[src/rtl/is_pkg.sv]
// Shared types for the interval-score synchronisation point: point states and per-arc status.
package is_pkg;

    localparam int unsigned MAX_N_IN = 16;

    typedef enum logic [4:0] {
        WAIT_MIN = 5'b00001,
        ARMED    = 5'b00010,
        FIRED    = 5'b00100,
        SKIPPED  = 5'b01000,
        KILLED   = 5'b10000
    } point_state_t;

    typedef struct packed {
        logic min;
        logic max;
        logic skip;
        logic kill;
    } arc_status_t;

endpackage

[src/rtl/arc_tracker.sv]
// Sticky status latch for one incoming interval slot; bits only ever set until reset.
module arc_tracker
    import is_pkg::*;
(
    input  logic        clk,
    input  logic        rst_n,
    input  logic        en,
    input  arc_status_t evt,
    output arc_status_t status
);

    always_ff @(posedge clk or negedge rst_n) begin
        if (!rst_n) begin
            status <= '0;
        end else if (en) begin
            status <= arc_status_t'(status | evt);
        end
    end

endmodule

[src/rtl/event_point.sv]
// Synchronisation point: reduces incoming arc status and decides fire / skip / kill once per reset.
module event_point
    import is_pkg::*;
#(
    parameter int unsigned WIDTH       = 32,
    parameter int unsigned N_IN        = 4,
    parameter bit          INTERACTIVE = 1'b1
) (
    input  logic             clk,
    input  logic             rst_n,
    input  logic [N_IN-1:0]  in_en,
    input  logic [N_IN-1:0]  in_min,
    input  logic [N_IN-1:0]  in_max,
    input  logic [N_IN-1:0]  in_skip,
    input  logic [N_IN-1:0]  in_kill,
    input  logic             trigger,
    input  logic [WIDTH-1:0] global_clock,
    output logic             start,
    output logic             skip_p,
    output logic             kill_p,
    output logic             fired,
    output logic [WIDTH-1:0] fire_time
);

    if (N_IN == 0 || N_IN > MAX_N_IN) begin : g_n_in_check
        $error("event_point: N_IN out of range");
    end

    arc_status_t       evt    [N_IN];
    arc_status_t       flag   [N_IN];
    logic [N_IN-1:0]   cur_min;
    logic [N_IN-1:0]   cur_max;
    logic [N_IN-1:0]   cur_skip;
    logic [N_IN-1:0]   cur_kill;

    // Per-slot view: registered sticky flags OR this cycle's inputs, gated by the slot mask
    for (genvar g = 0; g < N_IN; g++) begin : g_arc
        assign evt[g] = '{min: in_min[g], max: in_max[g], skip: in_skip[g], kill: in_kill[g]};

        arc_tracker u_arc (
            .clk    (clk),
            .rst_n  (rst_n),
            .en     (in_en[g]),
            .evt    (evt[g]),
            .status (flag[g])
        );

        assign cur_min[g]  = in_en[g] & (flag[g].min  | in_min[g]);
        assign cur_max[g]  = in_en[g] & (flag[g].max  | in_max[g]);
        assign cur_skip[g] = in_en[g] & (flag[g].skip | in_skip[g]);
        assign cur_kill[g] = in_en[g] & (flag[g].kill | in_kill[g]);
    end

    logic all_res;
    logic all_skip;
    logic any_kill;
    logic any_max;
    logic can_arm;

    assign all_res  = &(cur_min | cur_skip | ~in_en);
    assign all_skip = (&(cur_skip | ~in_en)) & (|in_en);
    assign any_kill = |cur_kill;
    assign any_max  = |(cur_max & ~cur_skip);
    // A root point (empty mask) arms unconditionally; otherwise at least one real minimum is needed
    assign can_arm  = all_res & ((|cur_min) | ~(|in_en));

    point_state_t state;
    point_state_t next_state;
    logic         fire_now;

    always_comb begin
        next_state = state;
        fire_now   = 1'b0;
        case (state)
            WAIT_MIN: begin
                if (any_kill)      next_state = KILLED;
                else if (all_skip) next_state = SKIPPED;
                else if (can_arm)  next_state = ARMED;
            end
            ARMED: begin
                if (any_kill) begin
                    next_state = KILLED;
                end else if (all_skip) begin
                    next_state = SKIPPED;
                end else if (!INTERACTIVE || trigger || any_max) begin
                    next_state = FIRED;
                    fire_now   = 1'b1;
                end
            end
            default: next_state = state;
        endcase
    end

    always_ff @(posedge clk or negedge rst_n) begin
        if (!rst_n) begin
            state     <= WAIT_MIN;
            start     <= 1'b0;
            skip_p    <= 1'b0;
            kill_p    <= 1'b0;
            fired     <= 1'b0;
            fire_time <= '0;
        end else begin
            state  <= next_state;
            start  <= fire_now;
            fired  <= fired | fire_now;
            skip_p <= (next_state == SKIPPED);
            kill_p <= (next_state == KILLED);
            if (fire_now) begin
                fire_time <= global_clock;
            end
        end
    end

endmodule

[config.mk]
export PLATFORM = sky130hd
export DESIGN_NAME = event_point
export DESIGN_NICKNAME = d
export VERILOG_FILES = /design/src/rtl/is_pkg.sv /design/src/rtl/arc_tracker.sv /design/src/rtl/event_point.sv
export SDC_FILE = /design/constraint.sdc
export NUM_CORES = 1
export LEC_CHECK = 0
export CORE_MARGIN = 2
export CORE_UTILIZATION = 45
export DETAILED_ROUTE_END_ITERATION = 7
export PLACE_DENSITY = 0.81
export SLEW_MARGIN = 20
export SYNTH_ARGS = -nofsm -noshare
export SYNTH_HDL_FRONTEND = slang
export SYNTH_SLANG_ARGS = --single-unit
[constraint.sdc]
create_clock -name clk -period 4.2 [get_ports clk]
set_clock_uncertainty 0.2 [all_clocks]
set_input_delay 0.63 -clock clk [delete_from_list [all_inputs] [get_ports clk]]
set_output_delay 0.63 -clock clk [all_outputs]
set_load 0.03 [all_outputs]
==> impl_metrics.env, run 1 <==
export IMPL_slew_headroom_pct=36.33
export IMPL_required_ns=4.20
export IMPL_n_fill_cell=362
export IMPL_hold_path_end="g_arc[2].u_arc.status[2]"
export IMPL_rsz0062_at_grt="false"
export IMPL_fin_area_mm2=0.003503
export IMPL_worst_slew_pin_slew_ns=0.9550
export IMPL_vias=1701
export IMPL_final_common_cell="clkdlybuf4s50_1"
export IMPL_die_x_um=75.92
export IMPL_syn_nets=223
export IMPL_htreeDepth=3
export IMPL_synth_top_family_by_area="multiplexers"
export IMPL_status="completed"
export IMPL_fmax_ghz=0.3427
export IMPL_period_needed_ns=2.918
export IMPL_p_sw_share_pct=22.44
export IMPL_max_cap_viol_count=0
export IMPL_reg2reg_from="state[4]"
export IMPL_n_antenna_cell=0
export IMPL_startpoint_type="primary input"
export IMPL_postCtsSetupBuffers=0
export IMPL_worstSetupPathType="primary input to flop"
export IMPL_syn_area_per_cell_um2=13.85
export IMPL_hold_path_class="flop to flop"
export IMPL_min_from="g_arc[2].u_arc.status[2]"
export IMPL_final_nets=321
export IMPL_netlist_area_mm2=0.002327
export IMPL_rows=26
export IMPL_ant_nets=0
export IMPL_timing_rr_end="fire_time[4]"
export IMPL_maxSlewViolCount=0
export IMPL_grt_pass1_vias=1755
export IMPL_p_int_w=0.0009766
export IMPL_critPathMaxFanout=35
export IMPL_drtIter0Drc=89
export IMPL_power_leakage_nw=1.514
export IMPL_whs_path_depth=1
export IMPL_grt_pass1_wl_mm=8.535
export IMPL_combPwrFrac_pct=13.0
export IMPL_yosys_register_bits=57
export IMPL_start_util_pct=46.15
export IMPL_finalHoldViolCount=0
export IMPL_routed_wl_mm=5.100
export IMPL_clkTransAtPathRegs_ns=0.06
export IMPL_yosys_warnings=0
export IMPL_clock_sinks=57
export IMPL_root_buffer="clkbuf_8"
export IMPL_post_cts_resized=0
export IMPL_io_buffers=90
export IMPL_place_hpwl_mm=3.735
export IMPL_post_route_util_pct=69.48
export IMPL_pwr_share_seq_pct=45.9
export IMPL_p_total_w=0.001259
export IMPL_synth_cell_types=31
export IMPL_coreArea_mm2=0.005042
export IMPL_worstSetupEndpointType="flop"
export IMPL_synth_xor_area_share_pct=0.3763
export IMPL_synth_fa_ha_area_share_pct=0
export IMPL_grt_usage_pct=18.91
export IMPL_dr_pass1_iters=4
export IMPL_whs_ns=0.2480
export IMPL_layout_common_cells="clkdlybuf4s50_1 (89), dfrtp_1 (56), mux2_1 (27)"
export IMPL_synth_area_mux_share_pct=15.48
export IMPL_drc=0
export IMPL_r2r_cells=6
export IMPL_synth_simple_gate_area_share_pct=9.301
export IMPL_antenna_found_initial=0
export IMPL_hold_buffers=0
export IMPL_synth_compound_area_share_pct=12.20
export IMPL_routed_via_density=4.988
export IMPL_gp_congestion=0.7735
export IMPL_area_delta_synth_final_pct=50.54
export IMPL_ir_worst_vdd_v=0.0002644
export IMPL_wl_per_cell_um=14.96
export IMPL_seq_area_frac_synth_pct=61.34
export IMPL_cts_tree="done"
export IMPL_cts_buffers=9
export IMPL_clk_insertion_delay_late_ns=0.32
export IMPL_period_share_pct=69.48
export IMPL_die_h_um=75.92
export IMPL_grt_overflow=0
export IMPL_die_area_mm2=0.005763
export IMPL_ff2ff_setup_slack_ns=1.83
export IMPL_power_density_mw_per_mm2=359.4
export IMPL_setup_violations=0
export IMPL_net_switching_power_w=0.0002826
export IMPL_drive_above_1_share_pct=13.28
export IMPL_fin_tns_setup_ns=0
export IMPL_critical_path_arrival_ns=2.92
export IMPL_placed_cell_area_mm2=0.003296
export IMPL_clockBufferDepth=2
export IMPL_grt_max_degree=46
export IMPL_syn_inst=168
export IMPL_io_pins=91
export IMPL_power_frac_clock_pct=41.1
-- routing by layer --
layer | GRT usage (%) | part of all wire, % | up-vias
met3 | 4.048 | 3.5 | 9
met5 | 0 | 0 | -
met2 | 32.86 | 52 | 41
li1 | - | - | 808
met1 | 22.12 | 43 | 843
met4 | 9.636 | 2.2 | 0
-- power by group through the flow --
stage          combinational [W]  sequential [W]  clock (W)
3_3_place_gp            0.000162        0.000586          0
5_1_grt                 0.000174        0.000579   0.000561
2_1_floorplan          0.0000218        0.000621          0
6_report                0.000164        0.000578   0.000518
3_5_place_dp            0.000164        0.000587          0
4_1_cts                 0.000166        0.000577   0.000528
-- critical path, cell delays in order --
cell	delay [ns]
clkdlybuf4s50_1	0.54
nor4_2	0.45
or2_2	0.21
o21ai_2	0.10
nor3b_4	0.18
buf_4	0.41
mux2_2	0.39
-- sequential cells by signal, indices dropped and copies added, names as in the netlist --
name and flops:
fire_time 32, g_arc.u_arc.status 16, state 5, fired 1, kill_p 1, skip_p 1, start 1
-- stage by stage --
| step | cells | setup WS (ns) |
|---|---|---|
| floorplan | 168 | 1.821 |
| global placement | 325 | 0.9814 |
| CTS | 341 | 1.291 |
| detailed placement | 325 | 0.9587 |
| finish | 341 | 1.282 |
| global route | 341 | 1.126 |
-- worst max path at each step --
stage	startpoint	to	slack, ns
after detailed placement	in_en[0]	fire_time[6]	0.96
final	in_en[0]	fire_time[4]	1.28
after global placement	in_en[0]	fire_time[2]	0.98
after floorplan	in_en[0]	fire_time[10]	1.82
after CTS	in_en[0]	fire_time[6]	1.29
after global routing	in_en[0]	fire_time[17]	1.13
-- layout make-up --
cell class / instances / area (um2) / area share (%)
clock buffer: 14 / 172.7 / 4.929
clock inverter: 2 / 35.03 / 1.000
multi-input combinational: 106 / 869.6 / 24.82
sequential: 57 / 1428 / 40.75
tap: 70 / 87.58 / 2.500
timing repair buffer: 92 / 910.9 / 26.00
-- cell families (layout without fill, tap and decap cells) --
family,after synthesis,in the layout
multiplexers,32,32
buffers and inverters,5,108
flip-flops,57,57
AO/OA/AOI/OAI,41,41
XOR/XNOR,1,1
AND/OR/NAND/NOR,32,32
-- cells in the mapped netlist (all sizes together) --
master | n | area share [%]
nand2 | 4 | 0.64
a41o | 1 | 0.43
o21bai | 2 | 0.64
or3 | 2 | 0.54
a21o | 16 | 5.2
o2111ai | 1 | 0.38
clkbuf | 2 | 0.32
a22o | 1 | 0.38
nand4b | 1 | 0.38
mux2 | 32 | 15
o221ai | 1 | 0.38
a22oi | 3 | 0.97
buf | 3 | 0.97
dfstp | 1 | 1.1
nand3 | 1 | 0.21
nand4 | 1 | 0.27
nor2 | 8 | 1.3
o31a | 1 | 0.38
xor2 | 1 | 0.38
or2 | 6 | 1.6
nor3 | 1 | 0.21
and4 | 1 | 0.38
a31oi | 2 | 0.54
dfrtp | 56 | 60
nor3b | 5 | 3.0
o21ai | 13 | 3.0
nor4 | 2 | 0.81
No activity file was read; power rests on OpenSTA's default activity.
==> run 2: changes to the inputs <==
CORE_UTILIZATION = 39   (was 45)
PLACE_DENSITY = 0.75   (was 0.81)
clock period = 2.5 ns   (was 4.2 ns; I/O delays follow)
==> run 2 against run 1 <==
Against the previous run:
- via count increased by 1.8%
- clock power is 47% higher
- power rose by 60%
- hold slack got worse by 0.00073 ns
- global-route usage decreased by 2.8 points
- core utilization shrank 8.1 points
- sequential share of layout area fell by 1.0 points
==> impl_metrics.env, run 2 (synthesized netlist as in run 1, its figures left out) <==
export IMPL_setup_violations=0
export IMPL_period_share_pct=95.15
export IMPL_cts_buffers=9
export IMPL_clockBufferDepth=2
export IMPL_routed_via_density=4.865
export IMPL_period_needed_ns=2.379
export IMPL_crit_family="simple AND/OR/NAND/NOR gates"
export IMPL_grt_usage_pct=16.10
export IMPL_net_switching_power_w=0.0004724
export IMPL_root_buffer="clkbuf_8"
export IMPL_placed_cell_area_mm2=0.003402
export IMPL_final_nets=332
export IMPL_antenna_found_initial=0
export IMPL_top_register="fire_time"
export IMPL_io_buffers=90
export IMPL_cts_tree="done"
export IMPL_startpoint_type="primary input"
export IMPL_p_int_w=0.001543
export IMPL_final_common_cell="clkdlybuf4s50_1"
export IMPL_drive_above_1_share_pct=16.37
export IMPL_n_antenna_cell=0
export IMPL_die_h_um=81.25
export IMPL_drtIter0Drc=80
export IMPL_finalHoldViolCount=0
export IMPL_ant_nets=0
export IMPL_grt_max_degree=46
export IMPL_area_delta_synth_final_pct=54.41
export IMPL_coreArea_mm2=0.005851
export IMPL_clk_insertion_delay_late_ns=0.32
export IMPL_p_total_w=0.002016
export IMPL_worst_path_largest_cell_delay_ns=0.48
export IMPL_largest_reg_flops=32
export IMPL_wl_per_cell_um=13.69
export IMPL_vias=1732
export IMPL_grt_pass1_wl_mm=7.872
export IMPL_hold_path_class="flop to flop"
export IMPL_n_fill_cell=486
export IMPL_slowest_stage="clkdlybuf4s50_1"
export IMPL_fmax_ghz=0.4204
export IMPL_start_util_pct=39.78
export IMPL_slew_headroom_pct=70.28
export IMPL_max_cap_viol_count=0
export IMPL_place_hpwl_mm=3.651
export IMPL_worstSetupEndpointType="flop"
export IMPL_power_leakage_nw=1.560
export IMPL_maxSlewViolCount=0
export IMPL_critPathMaxFanout=28
export IMPL_post_route_util_pct=61.42
export IMPL_pwr_share_seq_pct=48.1
export IMPL_critical_path_arrival_ns=2.38
export IMPL_status="completed"
export IMPL_multi_input_area_um2=869.6
export IMPL_worst_slew_pin_slew_ns=0.4424
export IMPL_combPwrFrac_pct=14.1
export IMPL_clock_sinks=57
export IMPL_io_pins=91
export IMPL_post_cts_resized=0
export IMPL_layout_common_cells="clkdlybuf4s50_1 (89), dfrtp_1 (56), mux2_1 (27)"
export IMPL_power_frac_clock_pct=37.8
export IMPL_regArea_mm2=0.001428
export IMPL_routed_wl_mm=4.873
export IMPL_grt_pass1_vias=1753
export IMPL_place_ws_ns=-0.2166
export IMPL_required_ns=2.50
export IMPL_die_x_um=81.25
export IMPL_p_sw_share_pct=23.44
export IMPL_rows=28
export IMPL_drc=0
export IMPL_power_density_mw_per_mm2=560.9
export IMPL_fin_tns_setup_ns=0
export IMPL_clkTransAtPathRegs_ns=0.06
export IMPL_ir_worst_vdd_v=0.0003391
export IMPL_path_cells="clkdlybuf4s50_1 -> nor4_2 -> or2_2 -> o21ai_2 -> nor3b_4 -> buf_12 -> mux2_2"
export IMPL_worst_path_buf_inv=2
export IMPL_reg_largest_list="fire_time x32, g_arc.u_arc.status x16, state x5"
export IMPL_worstSetupPathType="primary input to flop"
export IMPL_dr_pass1_iters=4
export IMPL_fin_area_mm2=0.003593
export IMPL_htreeDepth=3
export IMPL_grt_overflow=0
export IMPL_rsz0062_at_grt="false"
export IMPL_gp_congestion=0.8142
export IMPL_worst_slack_ns=0.1213
export IMPL_die_area_mm2=0.006602
[run 2: cell types whose count changed in the layout (fill, tap and decap cells not counted)]
| cell | change |
|---|---|
| clkbuf_1 | -1 |
| buf_4 | +8 |
| bufinv_16 | -1 |
| dlygate4sd3_1 | +1 |
| buf_12 | +2 |
| clkinvlp_4 | +1 |
[run 2: through the flow]
stage          cells  hold WS (ns)
2_1_floorplan    168       -0.1206
3_3_place_gp     340       0.08509
3_5_place_dp     340       0.08901
4_1_cts          356        0.2507
5_1_grt          356        0.2657
6_report         356        0.2473
[run 2: area by class of cell]
| cell class | instances | share of cell area [%] |
|---|---|---|
| Timing Repair Buffer | 103 | 28.41 |
| Tap cell | 75 | 2.611 |
| Multi-Input combinational cell | 106 | 24.20 |
| Clock inverter | 2 | 0.3482 |
| Clock buffer | 13 | 4.701 |
| Sequential cell | 57 | 39.73 |
[run 2: timing repair]
action / CTS / global route
hold buffers: 1 / 0
setup buffers: 0 / 0
setup endpoints to repair: 0 / 0
endpoints found under the hold margin: 12 / 0
[run 2: path summary, 6_finish.rpt]
path / depth (start not counted) / endpoint / slack (ns) / startpoint
setup / recovery: 7 / fire_time[2] / 0.12 / in_en[0]
hold / removal: 1 / g_arc[1].u_arc.status[2] / 0.25 / g_arc[1].u_arc.status[2]
setup reg to reg: 6 / fire_time[2] / 0.32 / state[2]
hold reg to reg: 1 / g_arc[1].u_arc.status[2] / 0.25 / g_arc[1].u_arc.status[2]
max in group asynchronous: 3 / state[0] / 1.24 / rst_n
min in group asynchronous: 2 / g_arc[3].u_arc.status[0] / 0.28 / rst_n
[run 2: power groups by stage]
stage | registers [W] | logic (W) | clock network (W)
4_1_cts | 0.000970 | 0.000289 | 0.000791
2_1_floorplan | 0.00104 | 0.0000366 | 0
5_1_grt | 0.000973 | 0.000305 | 0.000830
6_report | 0.000970 | 0.000284 | 0.000762
3_3_place_gp | 0.000985 | 0.000284 | 0
3_5_place_dp | 0.000986 | 0.000287 | 0
[run 2: worst reg2reg max path, stage by stage (launching register included)]
cell and delay (ns):
dfrtp_1 0.41, or3_1 0.40, nor2_1 0.12, nand2_1 0.09
nor3b_4 0.26, buf_12 0.22, mux2_2 0.37
[run 2: routing by layer]
metal / vias up / routed length, um / global-route usage [%]
met5: - / 0 / 0
met1: 832 / 2117 / 19.42
li1: 834 / - / -
met3: 13 / 279 / 4.778
met2: 53 / 2341 / 25.29
met4: 0 / 133 / 10.00
==> run 3: changes to the inputs <==
CORE_MARGIN = unset   (was 2)
==> run 3 against run 2 <==
Against the previous run:
- maximum frequency up 0.80%
- design area up 2.0%
- non-clock buffer count up 8
- critical endpoint unchanged
==> impl_metrics.env, run 3 (synthesized netlist as in run 1, its figures left out) <==
export IMPL_rsz0062_at_grt="false"
export IMPL_whs_ns=0.2515
export IMPL_drc=0
export IMPL_worst_path_buf_inv=2
export IMPL_n_antenna_cell=0
export IMPL_critPathMaxFanout=26
export IMPL_gp_congestion=0.7921
export IMPL_final_cell_count_no_fill=362
export IMPL_worst_slew_pin_slew_ns=0.5393
export IMPL_routed_wl_mm=5.091
export IMPL_fin_tns_setup_ns=0
export IMPL_r2r_cells=6
export IMPL_place_hpwl_mm=3.776
export IMPL_placed_cell_area_mm2=0.003458
export IMPL_antenna_found_initial=0
export IMPL_p_int_w=0.001596
export IMPL_required_ns=2.51
export IMPL_critical_path_arrival_ns=2.37
export IMPL_start_util_pct=41.25
export IMPL_p_sw_share_pct=23.85
export IMPL_finalHoldViolCount=0
export IMPL_cp_startpoint="in_en[3]"
export IMPL_use_met1_pct=23.98
export IMPL_dr_pass1_iters=4
export IMPL_htreeDepth=3
export IMPL_die_area_mm2=0.006281
export IMPL_hold_path_class="flop to flop"
export IMPL_crit_family="buffers and inverters"
export IMPL_grt_overflow=0
export IMPL_io_buffers=90
export IMPL_area_delta_synth_final_pct=57.47
export IMPL_layout_common_cells="clkdlybuf4s50_1 (89), dfrtp_1 (56), mux2_1 (27)"
export IMPL_reg2reg_from="state[2]"
export IMPL_grt_max_degree=37
export IMPL_status="completed"
export IMPL_cp_num_cells=7
export IMPL_io_pins=91
export IMPL_slew_headroom_pct=63.77
export IMPL_power_frac_clock_pct=39.9
export IMPL_final_common_cell="clkdlybuf4s50_1"
export IMPL_busiest_layer="met2"
export IMPL_die_x_um=79.25
export IMPL_ff2ff_setup_slack_ns=0.33
export IMPL_timing_rr_end="fire_time[2]"
export IMPL_grt_usage_pct=18.51
export IMPL_dpl_cell_count=345
export IMPL_top_register="fire_time"
export IMPL_startpoint_type="primary input"
export IMPL_ir_worst_vdd_v=0.0003017
export IMPL_cts_tree="done"
export IMPL_routed_via_density=4.912
export IMPL_die_h_um=79.25
export IMPL_period_share_pct=94.39
export IMPL_clock_sinks=57
export IMPL_clkTransAtPathRegs_ns=0.07
export IMPL_max_cap_viol_count=0
export IMPL_cts_buffers=9
export IMPL_worst_path_largest_cell_delay_ns=0.62
export IMPL_worstSetupEndpointType="flop"
export IMPL_net_switching_power_w=0.0005000
export IMPL_clk_insertion_delay_late_ns=0.32
export IMPL_ant_nets=0
export IMPL_drtIter0Drc=121
export IMPL_period_needed_ns=2.360
export IMPL_vias=1778
export IMPL_slowest_stage="clkdlybuf4s50_1"
export IMPL_grt_pass1_wl_mm=8.652
export IMPL_power_density_mw_per_mm2=571.9
export IMPL_clockBufferDepth=2
export IMPL_pwr_share_seq_pct=46.2
export IMPL_wl_per_cell_um=14.06
export IMPL_fmax_ghz=0.4238
export IMPL_root_buffer="clkbuf_8"
export IMPL_grt_pass1_vias=1770
export IMPL_combPwrFrac_pct=13.8
export IMPL_reg_largest_list="fire_time x32, g_arc.u_arc.status x16, state x5"
export IMPL_postCtsSetupBuffers=0
export IMPL_path_cells="clkdlybuf4s50_1 -> nor3b_2 -> or3_1 -> o21ai_2 -> nor3b_4 -> buf_12 -> mux2_2"
export IMPL_maxSlewViolCount=0
export IMPL_grt_util_met2_pct=28.36
export IMPL_largest_reg_flops=32
export IMPL_coreArea_mm2=0.005642
export IMPL_grt_use_met3_pct=5.057
export IMPL_rows=27
export IMPL_fin_area_mm2=0.003665
export IMPL_drive_above_1_share_pct=18.97
export IMPL_setup_violations=0
export IMPL_endpoint="fire_time[2]"
export IMPL_worstSetupPathType="primary input to flop"
export IMPL_final_nets=340
export IMPL_power_leakage_nw=1.605
==> run 3: cell types whose count changed in the layout (fill, tap and decap cells not counted) <==
cell and delta:
clkbuf_8 -2, clkinvlp_4 +1, bufinv_16 +1, clkinv_2 +1, buf_4 +8
==> run 3: per-stage QoR <==
| step | total power, W | setup WS [ns] | util [%] |
|---|---|---|---|
| 3_5_place_dp | 0.001277 | -0.2048 | 61.30 |
| 3_3_place_gp | 0.001274 | -0.1752 | 61.30 |
| 6_report | 0.002096 | 0.1402 | 64.96 |
| 4_1_cts | 0.002121 | 0.1451 | 64.96 |
| 2_1_floorplan | 0.001079 | 0.3494 | - |
| 5_1_grt | 0.002198 | 0.04143 | 64.96 |
==> run 3: repair_timing <==
item                                   in CTS  in global routing
gates resized for setup                     0                  0
hold buffers                                1                  0
endpoints found under the hold margin      21                  0
==> run 3: worst min-delay path by stage <==
stage                                        start                       end  cells after the start
after floorplan                              rst_n              fire_time[0]                      0
after global placement                       rst_n              fire_time[0]                      1
after detailed placement                     rst_n              fire_time[0]                      1
after CTS                 g_arc[1].u_arc.status[0]  g_arc[1].u_arc.status[0]                      1
after global routing      g_arc[2].u_arc.status[0]  g_arc[2].u_arc.status[0]                      1
final                     g_arc[1].u_arc.status[0]  g_arc[1].u_arc.status[0]                      1
==> run 3: power by group through the flow <==
stage               registers [W]  logic (W)  clock network, W
floorplan                 0.00104  0.0000366                 0
global placement         0.000985   0.000288                 0
detailed placement       0.000986   0.000291                 0
CTS                      0.000969   0.000293          0.000859
global route             0.000972   0.000310          0.000915
finish                   0.000969   0.000290          0.000837
==> run 3: layout make-up <==
cell class / count / area, um2
Sequential cell: 57 / 1428
Fill cell: 448 / 1977
Clock buffer: 11 / 141.4
Multi-Input combinational cell: 106 / 869.6
Tap cell: 72 / 90.09
Timing Repair Buffer: 111 / 1081
Clock inverter: 5 / 55.05
==> run 3: metal layers <==
| metal | part of all wire (%) | routed length (um) |
|---|---|---|
| met5 | 0 | 0 |
| met4 | 2.3 | 118 |
| met3 | 5.1 | 258 |
| met2 | 47 | 2386 |
| met1 | 46 | 2328 |
==> edit 1 (flow settings as in run 2) <==
Change the parameter `INTERACTIVE` from 1'b1 to 1'b0.
--- a/src/rtl/event_point.sv
+++ b/src/rtl/event_point.sv
@@ -5,5 +5,5 @@
     parameter int unsigned WIDTH       = 32,
     parameter int unsigned N_IN        = 4,
-    parameter bit          INTERACTIVE = 1'b1
+    parameter bit          INTERACTIVE = 1'b0
 ) (
     input  logic             clk,
Function: changed (Yosys sat finds a counterexample within 4 cycles, from zero or initial values and one cycle with rst_n low).
==> edit 1 against run 2 <==
- routed wire length shrank 8.3%
- setup slack better by 3.3 ps
- area after synthesis decreased by 8.1%
- sequential cell count shrank 4
- register-to-register slack worse by 140 ps
- total power decreased by 12%
- design area down 7.3%
- critical endpoint is now fire_time[0]
==> edit 1: results (changes against run 2) <==
INFO  outcome        run_status=finished clean
INFO  finish         fraction_of_final_layout_cells_sized_beyond_drive_strength_1=25.5% [+9.1 points]
INFO  synthesis      share_of_flip_flops_with_an_asynchronous_set_or_reset_after_synthesis=100% [unchanged]
INFO  synthesis      leading_register_cell_type_out_of_synthesis=sky130_fd_sc_hd__dfrtp_1
INFO  global_routing wire_length_of_the_first_global_routing_pass=7450um [-5.4%]
INFO  clock_network  clk_pin_slew=90ps [+30 ps]
INFO  synthesis      synth_warnings=0 [unchanged]
INFO  finish         instances_no_fill=329 [-7.6%]
INFO  clock_network  cts_htree_levels=2 [-1]
INFO  route          routed_via_density=4.88 [+0.21%]
INFO  worst_setup_path max_stage_delay=480ps [about the same]
INFO  synthesis      ys_top_cells_by_count=52 x sky130_fd_sc_hd__dfrtp_1, 31 x sky130_fd_sc_hd__mux2_2, 13 x sky130_fd_sc_hd__a21o_1
INFO  clock_network  worst_skew_pair.late_latency=290ps [-30 ps]
INFO  finish         count_of_nets_after_finishing=313 [-5.7%]
INFO  global_routing grt_pass1_vias=1629 [-7.1%]
INFO  synthesis      synthDistinctLibCells=25 [-19%]
INFO  route          routed_wl_per_cell=13.6um [-0.79%]
INFO  clock_network  cts_made_buffers=5 [-4]
INFO  min_path       hold_class=reg -> reg
INFO  global_routing maximum_number_of_pins_on_one_net_before_global_route_repair=32 [-30%]
INFO  finish         antenna_cells=0 [unchanged]
INFO  finish         biggestRegsByFlops=fire_time: 32 flops, g_arc.u_arc.status: 12 flops, state: 5 flops
INFO  worst_setup_path cp_slowest_cell=sky130_fd_sc_hd__clkdlybuf4s50_1
INFO  clock_network  ctsRootBufferMaster=sky130_fd_sc_hd__clkbuf_8
INFO  route          drt_pass1_iterations=4 [unchanged]
INFO  global_routing globalRouteTotalUtil=15.3% [-0.79 points]
INFO  power          static-leakage-power=1.42nW [-8.8%]
INFO  worst_setup_path r2r.worst_path.cells=5 [-1]
INFO  global_routing grt_antenna_before_repair=0 [unchanged]
INFO  clock_network  max-clock-path-buffers=2 [unchanged]
INFO  clock_network  postCtsSetupRepairBufs=0 [unchanged]
INFO  synthesis      seq_area_frac_synth=62.0% [+0.70 points]
INFO  place          place.gp.congestion=0.786 [-3.5%]
INFO  worst_setup_path worst-endpoint-arrival=2360ps [-20 ps]
INFO  synthesis      synth_nets=205 [-8.1%]
INFO  place          buffer_ports.inserted=85 [-5.6%]
INFO  synthesis      synthTopCellsByArea=sky130_fd_sc_hd__dfrtp_1 61%, sky130_fd_sc_hd__mux2_2 16%, sky130_fd_sc_hd__a21o_1 4.6%
INFO  worst_setup_path worst-path-max-fanout=20 [-29%]
INFO  synthesis      synth_area_per_cell=14.3um^2 [+3.0%]
INFO  place          place_hpwl=3410um [-6.6%]
INFO  power          power.ir.vdd_worst=0.357mV [+5.3%]
INFO  place          dp.cells=320 [-5.9%]
INFO  route          drt-initial-drc-count=56 [-30%]
INFO  min_path       hold_depth=1 [unchanged]
INFO  sta            slew_headroom=55.5% [-15 points]
-- edit 1: cell count changes in the layout (fill, tap and decap cells not counted), sizes merged, moves of 2 or more --
cell           before  now
a21o               16   13
or2                 6    3
nand2               4    0
nor3                1    5
clkdlybuf4s50      89   84
clkbuf             13    7
buf                13   19
nand2b              0    2
dfrtp              56   52
o21ai              13    8
o221a               0    2
-- edit 1: kinds of logic after synthesis --
kind of cell,Yosys count,share of synthesized area (%)
DFF,53,62.0
buffers and inverters,3,1.58
AOI/OAI and AO/OA,30,10.4
and+or+nand+nor,31,8.71
adders and majority gates,1,0.468
muxes,32,16.8
-- edit 1: worst paths after layout --
check / from / slack, ps / to
worst min-delay path: g_arc[3].u_arc.status[0] / 260 / g_arc[3].u_arc.status[0]
max in group asynchronous: rst_n / 1010 / fire_time[29]
worst min register to register: g_arc[3].u_arc.status[0] / 260 / g_arc[3].u_arc.status[0]
worst max register to register: state[2] / 180 / fire_time[0]
min in group asynchronous: rst_n / 440 / g_arc[0].u_arc.status[0]
worst max-delay path: in_en[3] / 120 / fire_time[0]
-- edit 1: final cells by class --
cell class	count	area, um^2
repair buffers	104	1020
fillers	414	1870
multi-input cells	94	783
clock inverters	1	30.0
clock buffers	7	86.3
well taps	70	87.6
flip-flops and latches	53	1330
-- edit 1: metal layers --
| metal | track usage (%) | vias up | share of wire (%) |
|---|---|---|---|
| met5 | 0 | - | 0 |
| met4 | 3.86 | 0 | 1.1 |
| met3 | 5.17 | 4 | 8.6 |
| met2 | 25.5 | 72 | 46 |
| met1 | 19.2 | 763 | 44 |
| li1 | - | 765 | - |
-- edit 1: per-stage QoR --
step                TNS [ps]  total power [W]  cell area (um^2)  setup slack (ps)  utilization, %
floorplan                  0          0.00102              2140               214               -
global placement       -5420          0.00120              3200              -177            61.5
detailed placement     -6210          0.00120              3200              -206            61.5
CTS                        0          0.00180              3330               112            63.9
global route               0          0.00186              3330              45.2            64.0
finish                     0          0.00177              3330               125            64.0
-- edit 1: timing repair --
action / CTS / global route
hold buffers: 1 / 0
gates resized for setup: 0 / 1
endpoints found under the setup margin: 0 / 2
hold endpoints to repair: 28 / 0
-- edit 1: report_power, final --
part           internal, W  total, W  leakage, nW  switching (W)
Sequential        0.000888  0.000904        0.658      0.0000160
Combinational     0.000156  0.000281        0.706       0.000125
Clock             0.000326  0.000584       0.0585       0.000257
-- edit 1: worst max-delay path: cells and delay by family --
family	cells	cell delay, ps
and+or+nand+nor	2	590
AOI/OAI and AO/OA	1	340
muxes	1	350
buffers and inverters	2	690
==> edit 2 (config.mk and constraints of run 2) <==
Without the edit above. Encoding of `point_state_t`: now binary (3 bits for 5 states).
--- a/src/rtl/is_pkg.sv
+++ b/src/rtl/is_pkg.sv
@@ -4,10 +4,10 @@
     localparam int unsigned MAX_N_IN = 16;
 
-    typedef enum logic [4:0] {
-        WAIT_MIN = 5'b00001,
-        ARMED    = 5'b00010,
-        FIRED    = 5'b00100,
-        SKIPPED  = 5'b01000,
-        KILLED   = 5'b10000
+    typedef enum logic [2:0] {
+        WAIT_MIN = 3'd0,
+        ARMED    = 3'd1,
+        FIRED    = 3'd2,
+        SKIPPED  = 3'd3,
+        KILLED   = 3'd4
     } point_state_t;
 
Behaviour: no difference found for any inputs over 10 cycles, from zero or initial values and one cycle with rst_n low; not proved beyond that.
==> edit 2 against run 2 <==
- routed wire length up 7.5%
- design area up 0.31%
- area after synthesis down 1.8%
- register-to-register slack worse by 270 ps
- sequential cell count down 2
- setup slack worse by 67 ps
- critical path type is now reg -> reg
- critical endpoint is now fire_time[9]
Power is not compared: it rests on default switching activity, and its combinational part moved more than twofold at a synthesized area within 25%.
==> edit 2: results (changes against run 2) <==
INFO  finish         fraction_of_final_layout_cells_sized_beyond_drive_strength_1=28.2% [+12 points]
INFO  global_routing wire_length_of_the_first_global_routing_pass=8180um [+3.9%]
INFO  finish         biggestRegsByFlops=fire_time: 32 flops, g_arc.u_arc.status: 16 flops, state: 3 flops
INFO  synthesis      seq_area_frac_synth=60.2% [-1.1 points]
INFO  clock_network  ctsResizeCount=9 [+9]
INFO  synthesis      cells_after_synth=151 [-10%]
INFO  global_routing grt_use_met3=4.04% [-0.73 points]
INFO  clock_network  postCtsSetupRepairBufs=4 [+4]
INFO  global_routing use_met2=27.1% [+1.8 points]
INFO  worst_setup_path worst-path-max-fanout=8 [-71%]
INFO  outcome        run_status=finished clean
INFO  sta            slew_headroom=52.0% [-18 points]
INFO  clock_network  cts_htree_levels=2 [-1]
INFO  min_path       hold_class=in -> reg
INFO  finish         count_of_nets_after_finishing=320 [-3.6%]
INFO  global_routing globalRouteTotalUtil=17.0% [+0.89 points]
INFO  place          place.gp.congestion=0.732 [-10%]
INFO  clock_network  clk_pin_slew=100ps [+40 ps]
INFO  route          detail_route.wirelength=5240um [+7.5%]
INFO  sta            period_share=97.8% [+2.7 points]
INFO  global_routing grt_pass1_vias=1626 [-7.2%]
INFO  worst_setup_path worst_setup_path_endpoint=fire_time[9]
INFO  route          drt-initial-drc-count=97 [+21%]
INFO  global_routing maximum_number_of_pins_on_one_net_before_global_route_repair=32 [-30%]
INFO  finish         fill_cells=442 [-9.1%]
INFO  route          routed_via_density=4.78 [-1.8%]
INFO  synthesis      synth_nets=206 [-7.6%]
INFO  clock_network  cts_made_buffers=5 [-4]
INFO  place          preCtsSetupSlack=-445ps [-229 ps]
INFO  worst_setup_path worst-endpoint-arrival=2450ps [+70 ps]
INFO  finish         instances_no_fill=338 [-5.1%]
-- edit 2: worst min path at each step --
stage                             start                       end  slack (ps)  depth (start not counted)
2_1_floorplan                     rst_n              fire_time[0]        -120                          0
3_3_place_gp   g_arc[2].u_arc.status[0]  g_arc[2].u_arc.status[0]         230                          1
3_5_place_dp   g_arc[0].u_arc.status[0]  g_arc[0].u_arc.status[0]         240                          1
4_1_cts                      in_skip[0]  g_arc[0].u_arc.status[1]         220                          2
5_1_grt                      in_skip[0]  g_arc[0].u_arc.status[1]         230                          2
6_report                     in_skip[0]  g_arc[0].u_arc.status[1]         230                          2
-- edit 2: critical path: stages, from the launching register on --
cell                        delay, ps
sky130_fd_sc_hd__dfrtp_1          390
sky130_fd_sc_hd__or3b_4           420
sky130_fd_sc_hd__o22a_1           200
sky130_fd_sc_hd__and2_4           160
sky130_fd_sc_hd__nor4b_4          310
sky130_fd_sc_hd__buf_4            210
sky130_fd_sc_hd__clkbuf_16        160
sky130_fd_sc_hd__mux2_4           300
-- edit 2: cell type report --
cell class	count	area, um^2	area share, %
clock inverter	1	7.51	0.208
multi-input combinational	92	901	25.0
timing repair buffer	110	1130	31.3
clock buffer	7	96.3	2.67
tap	72	90.1	2.50
sequential	55	1380	38.2
inverter	1	3.75	0.104
-- edit 2: cells by family after synthesis --
family | count (synthesis) | synth area share, %
mux | 32 | 20.4
compound gates | 32 | 10.2
flops | 55 | 60.2
simple gates | 28 | 7.55
buf+inv | 4 | 1.64
-- edit 2: layer usage --
layer / up-vias / share of wire (%)
met5: - / 0
met4: 0 / 1.3
met3: 5 / 5.2
met2: 51 / 49
met1: 784 / 44
li1: 775 / -
-- edit 2: where the power goes --
group	internal, W	switching [W]
logic	0.0000895	0.0000483
clock network	0.000252	0.000280
registers	0.000889	0.000000000279
total	0.00123	0.000328
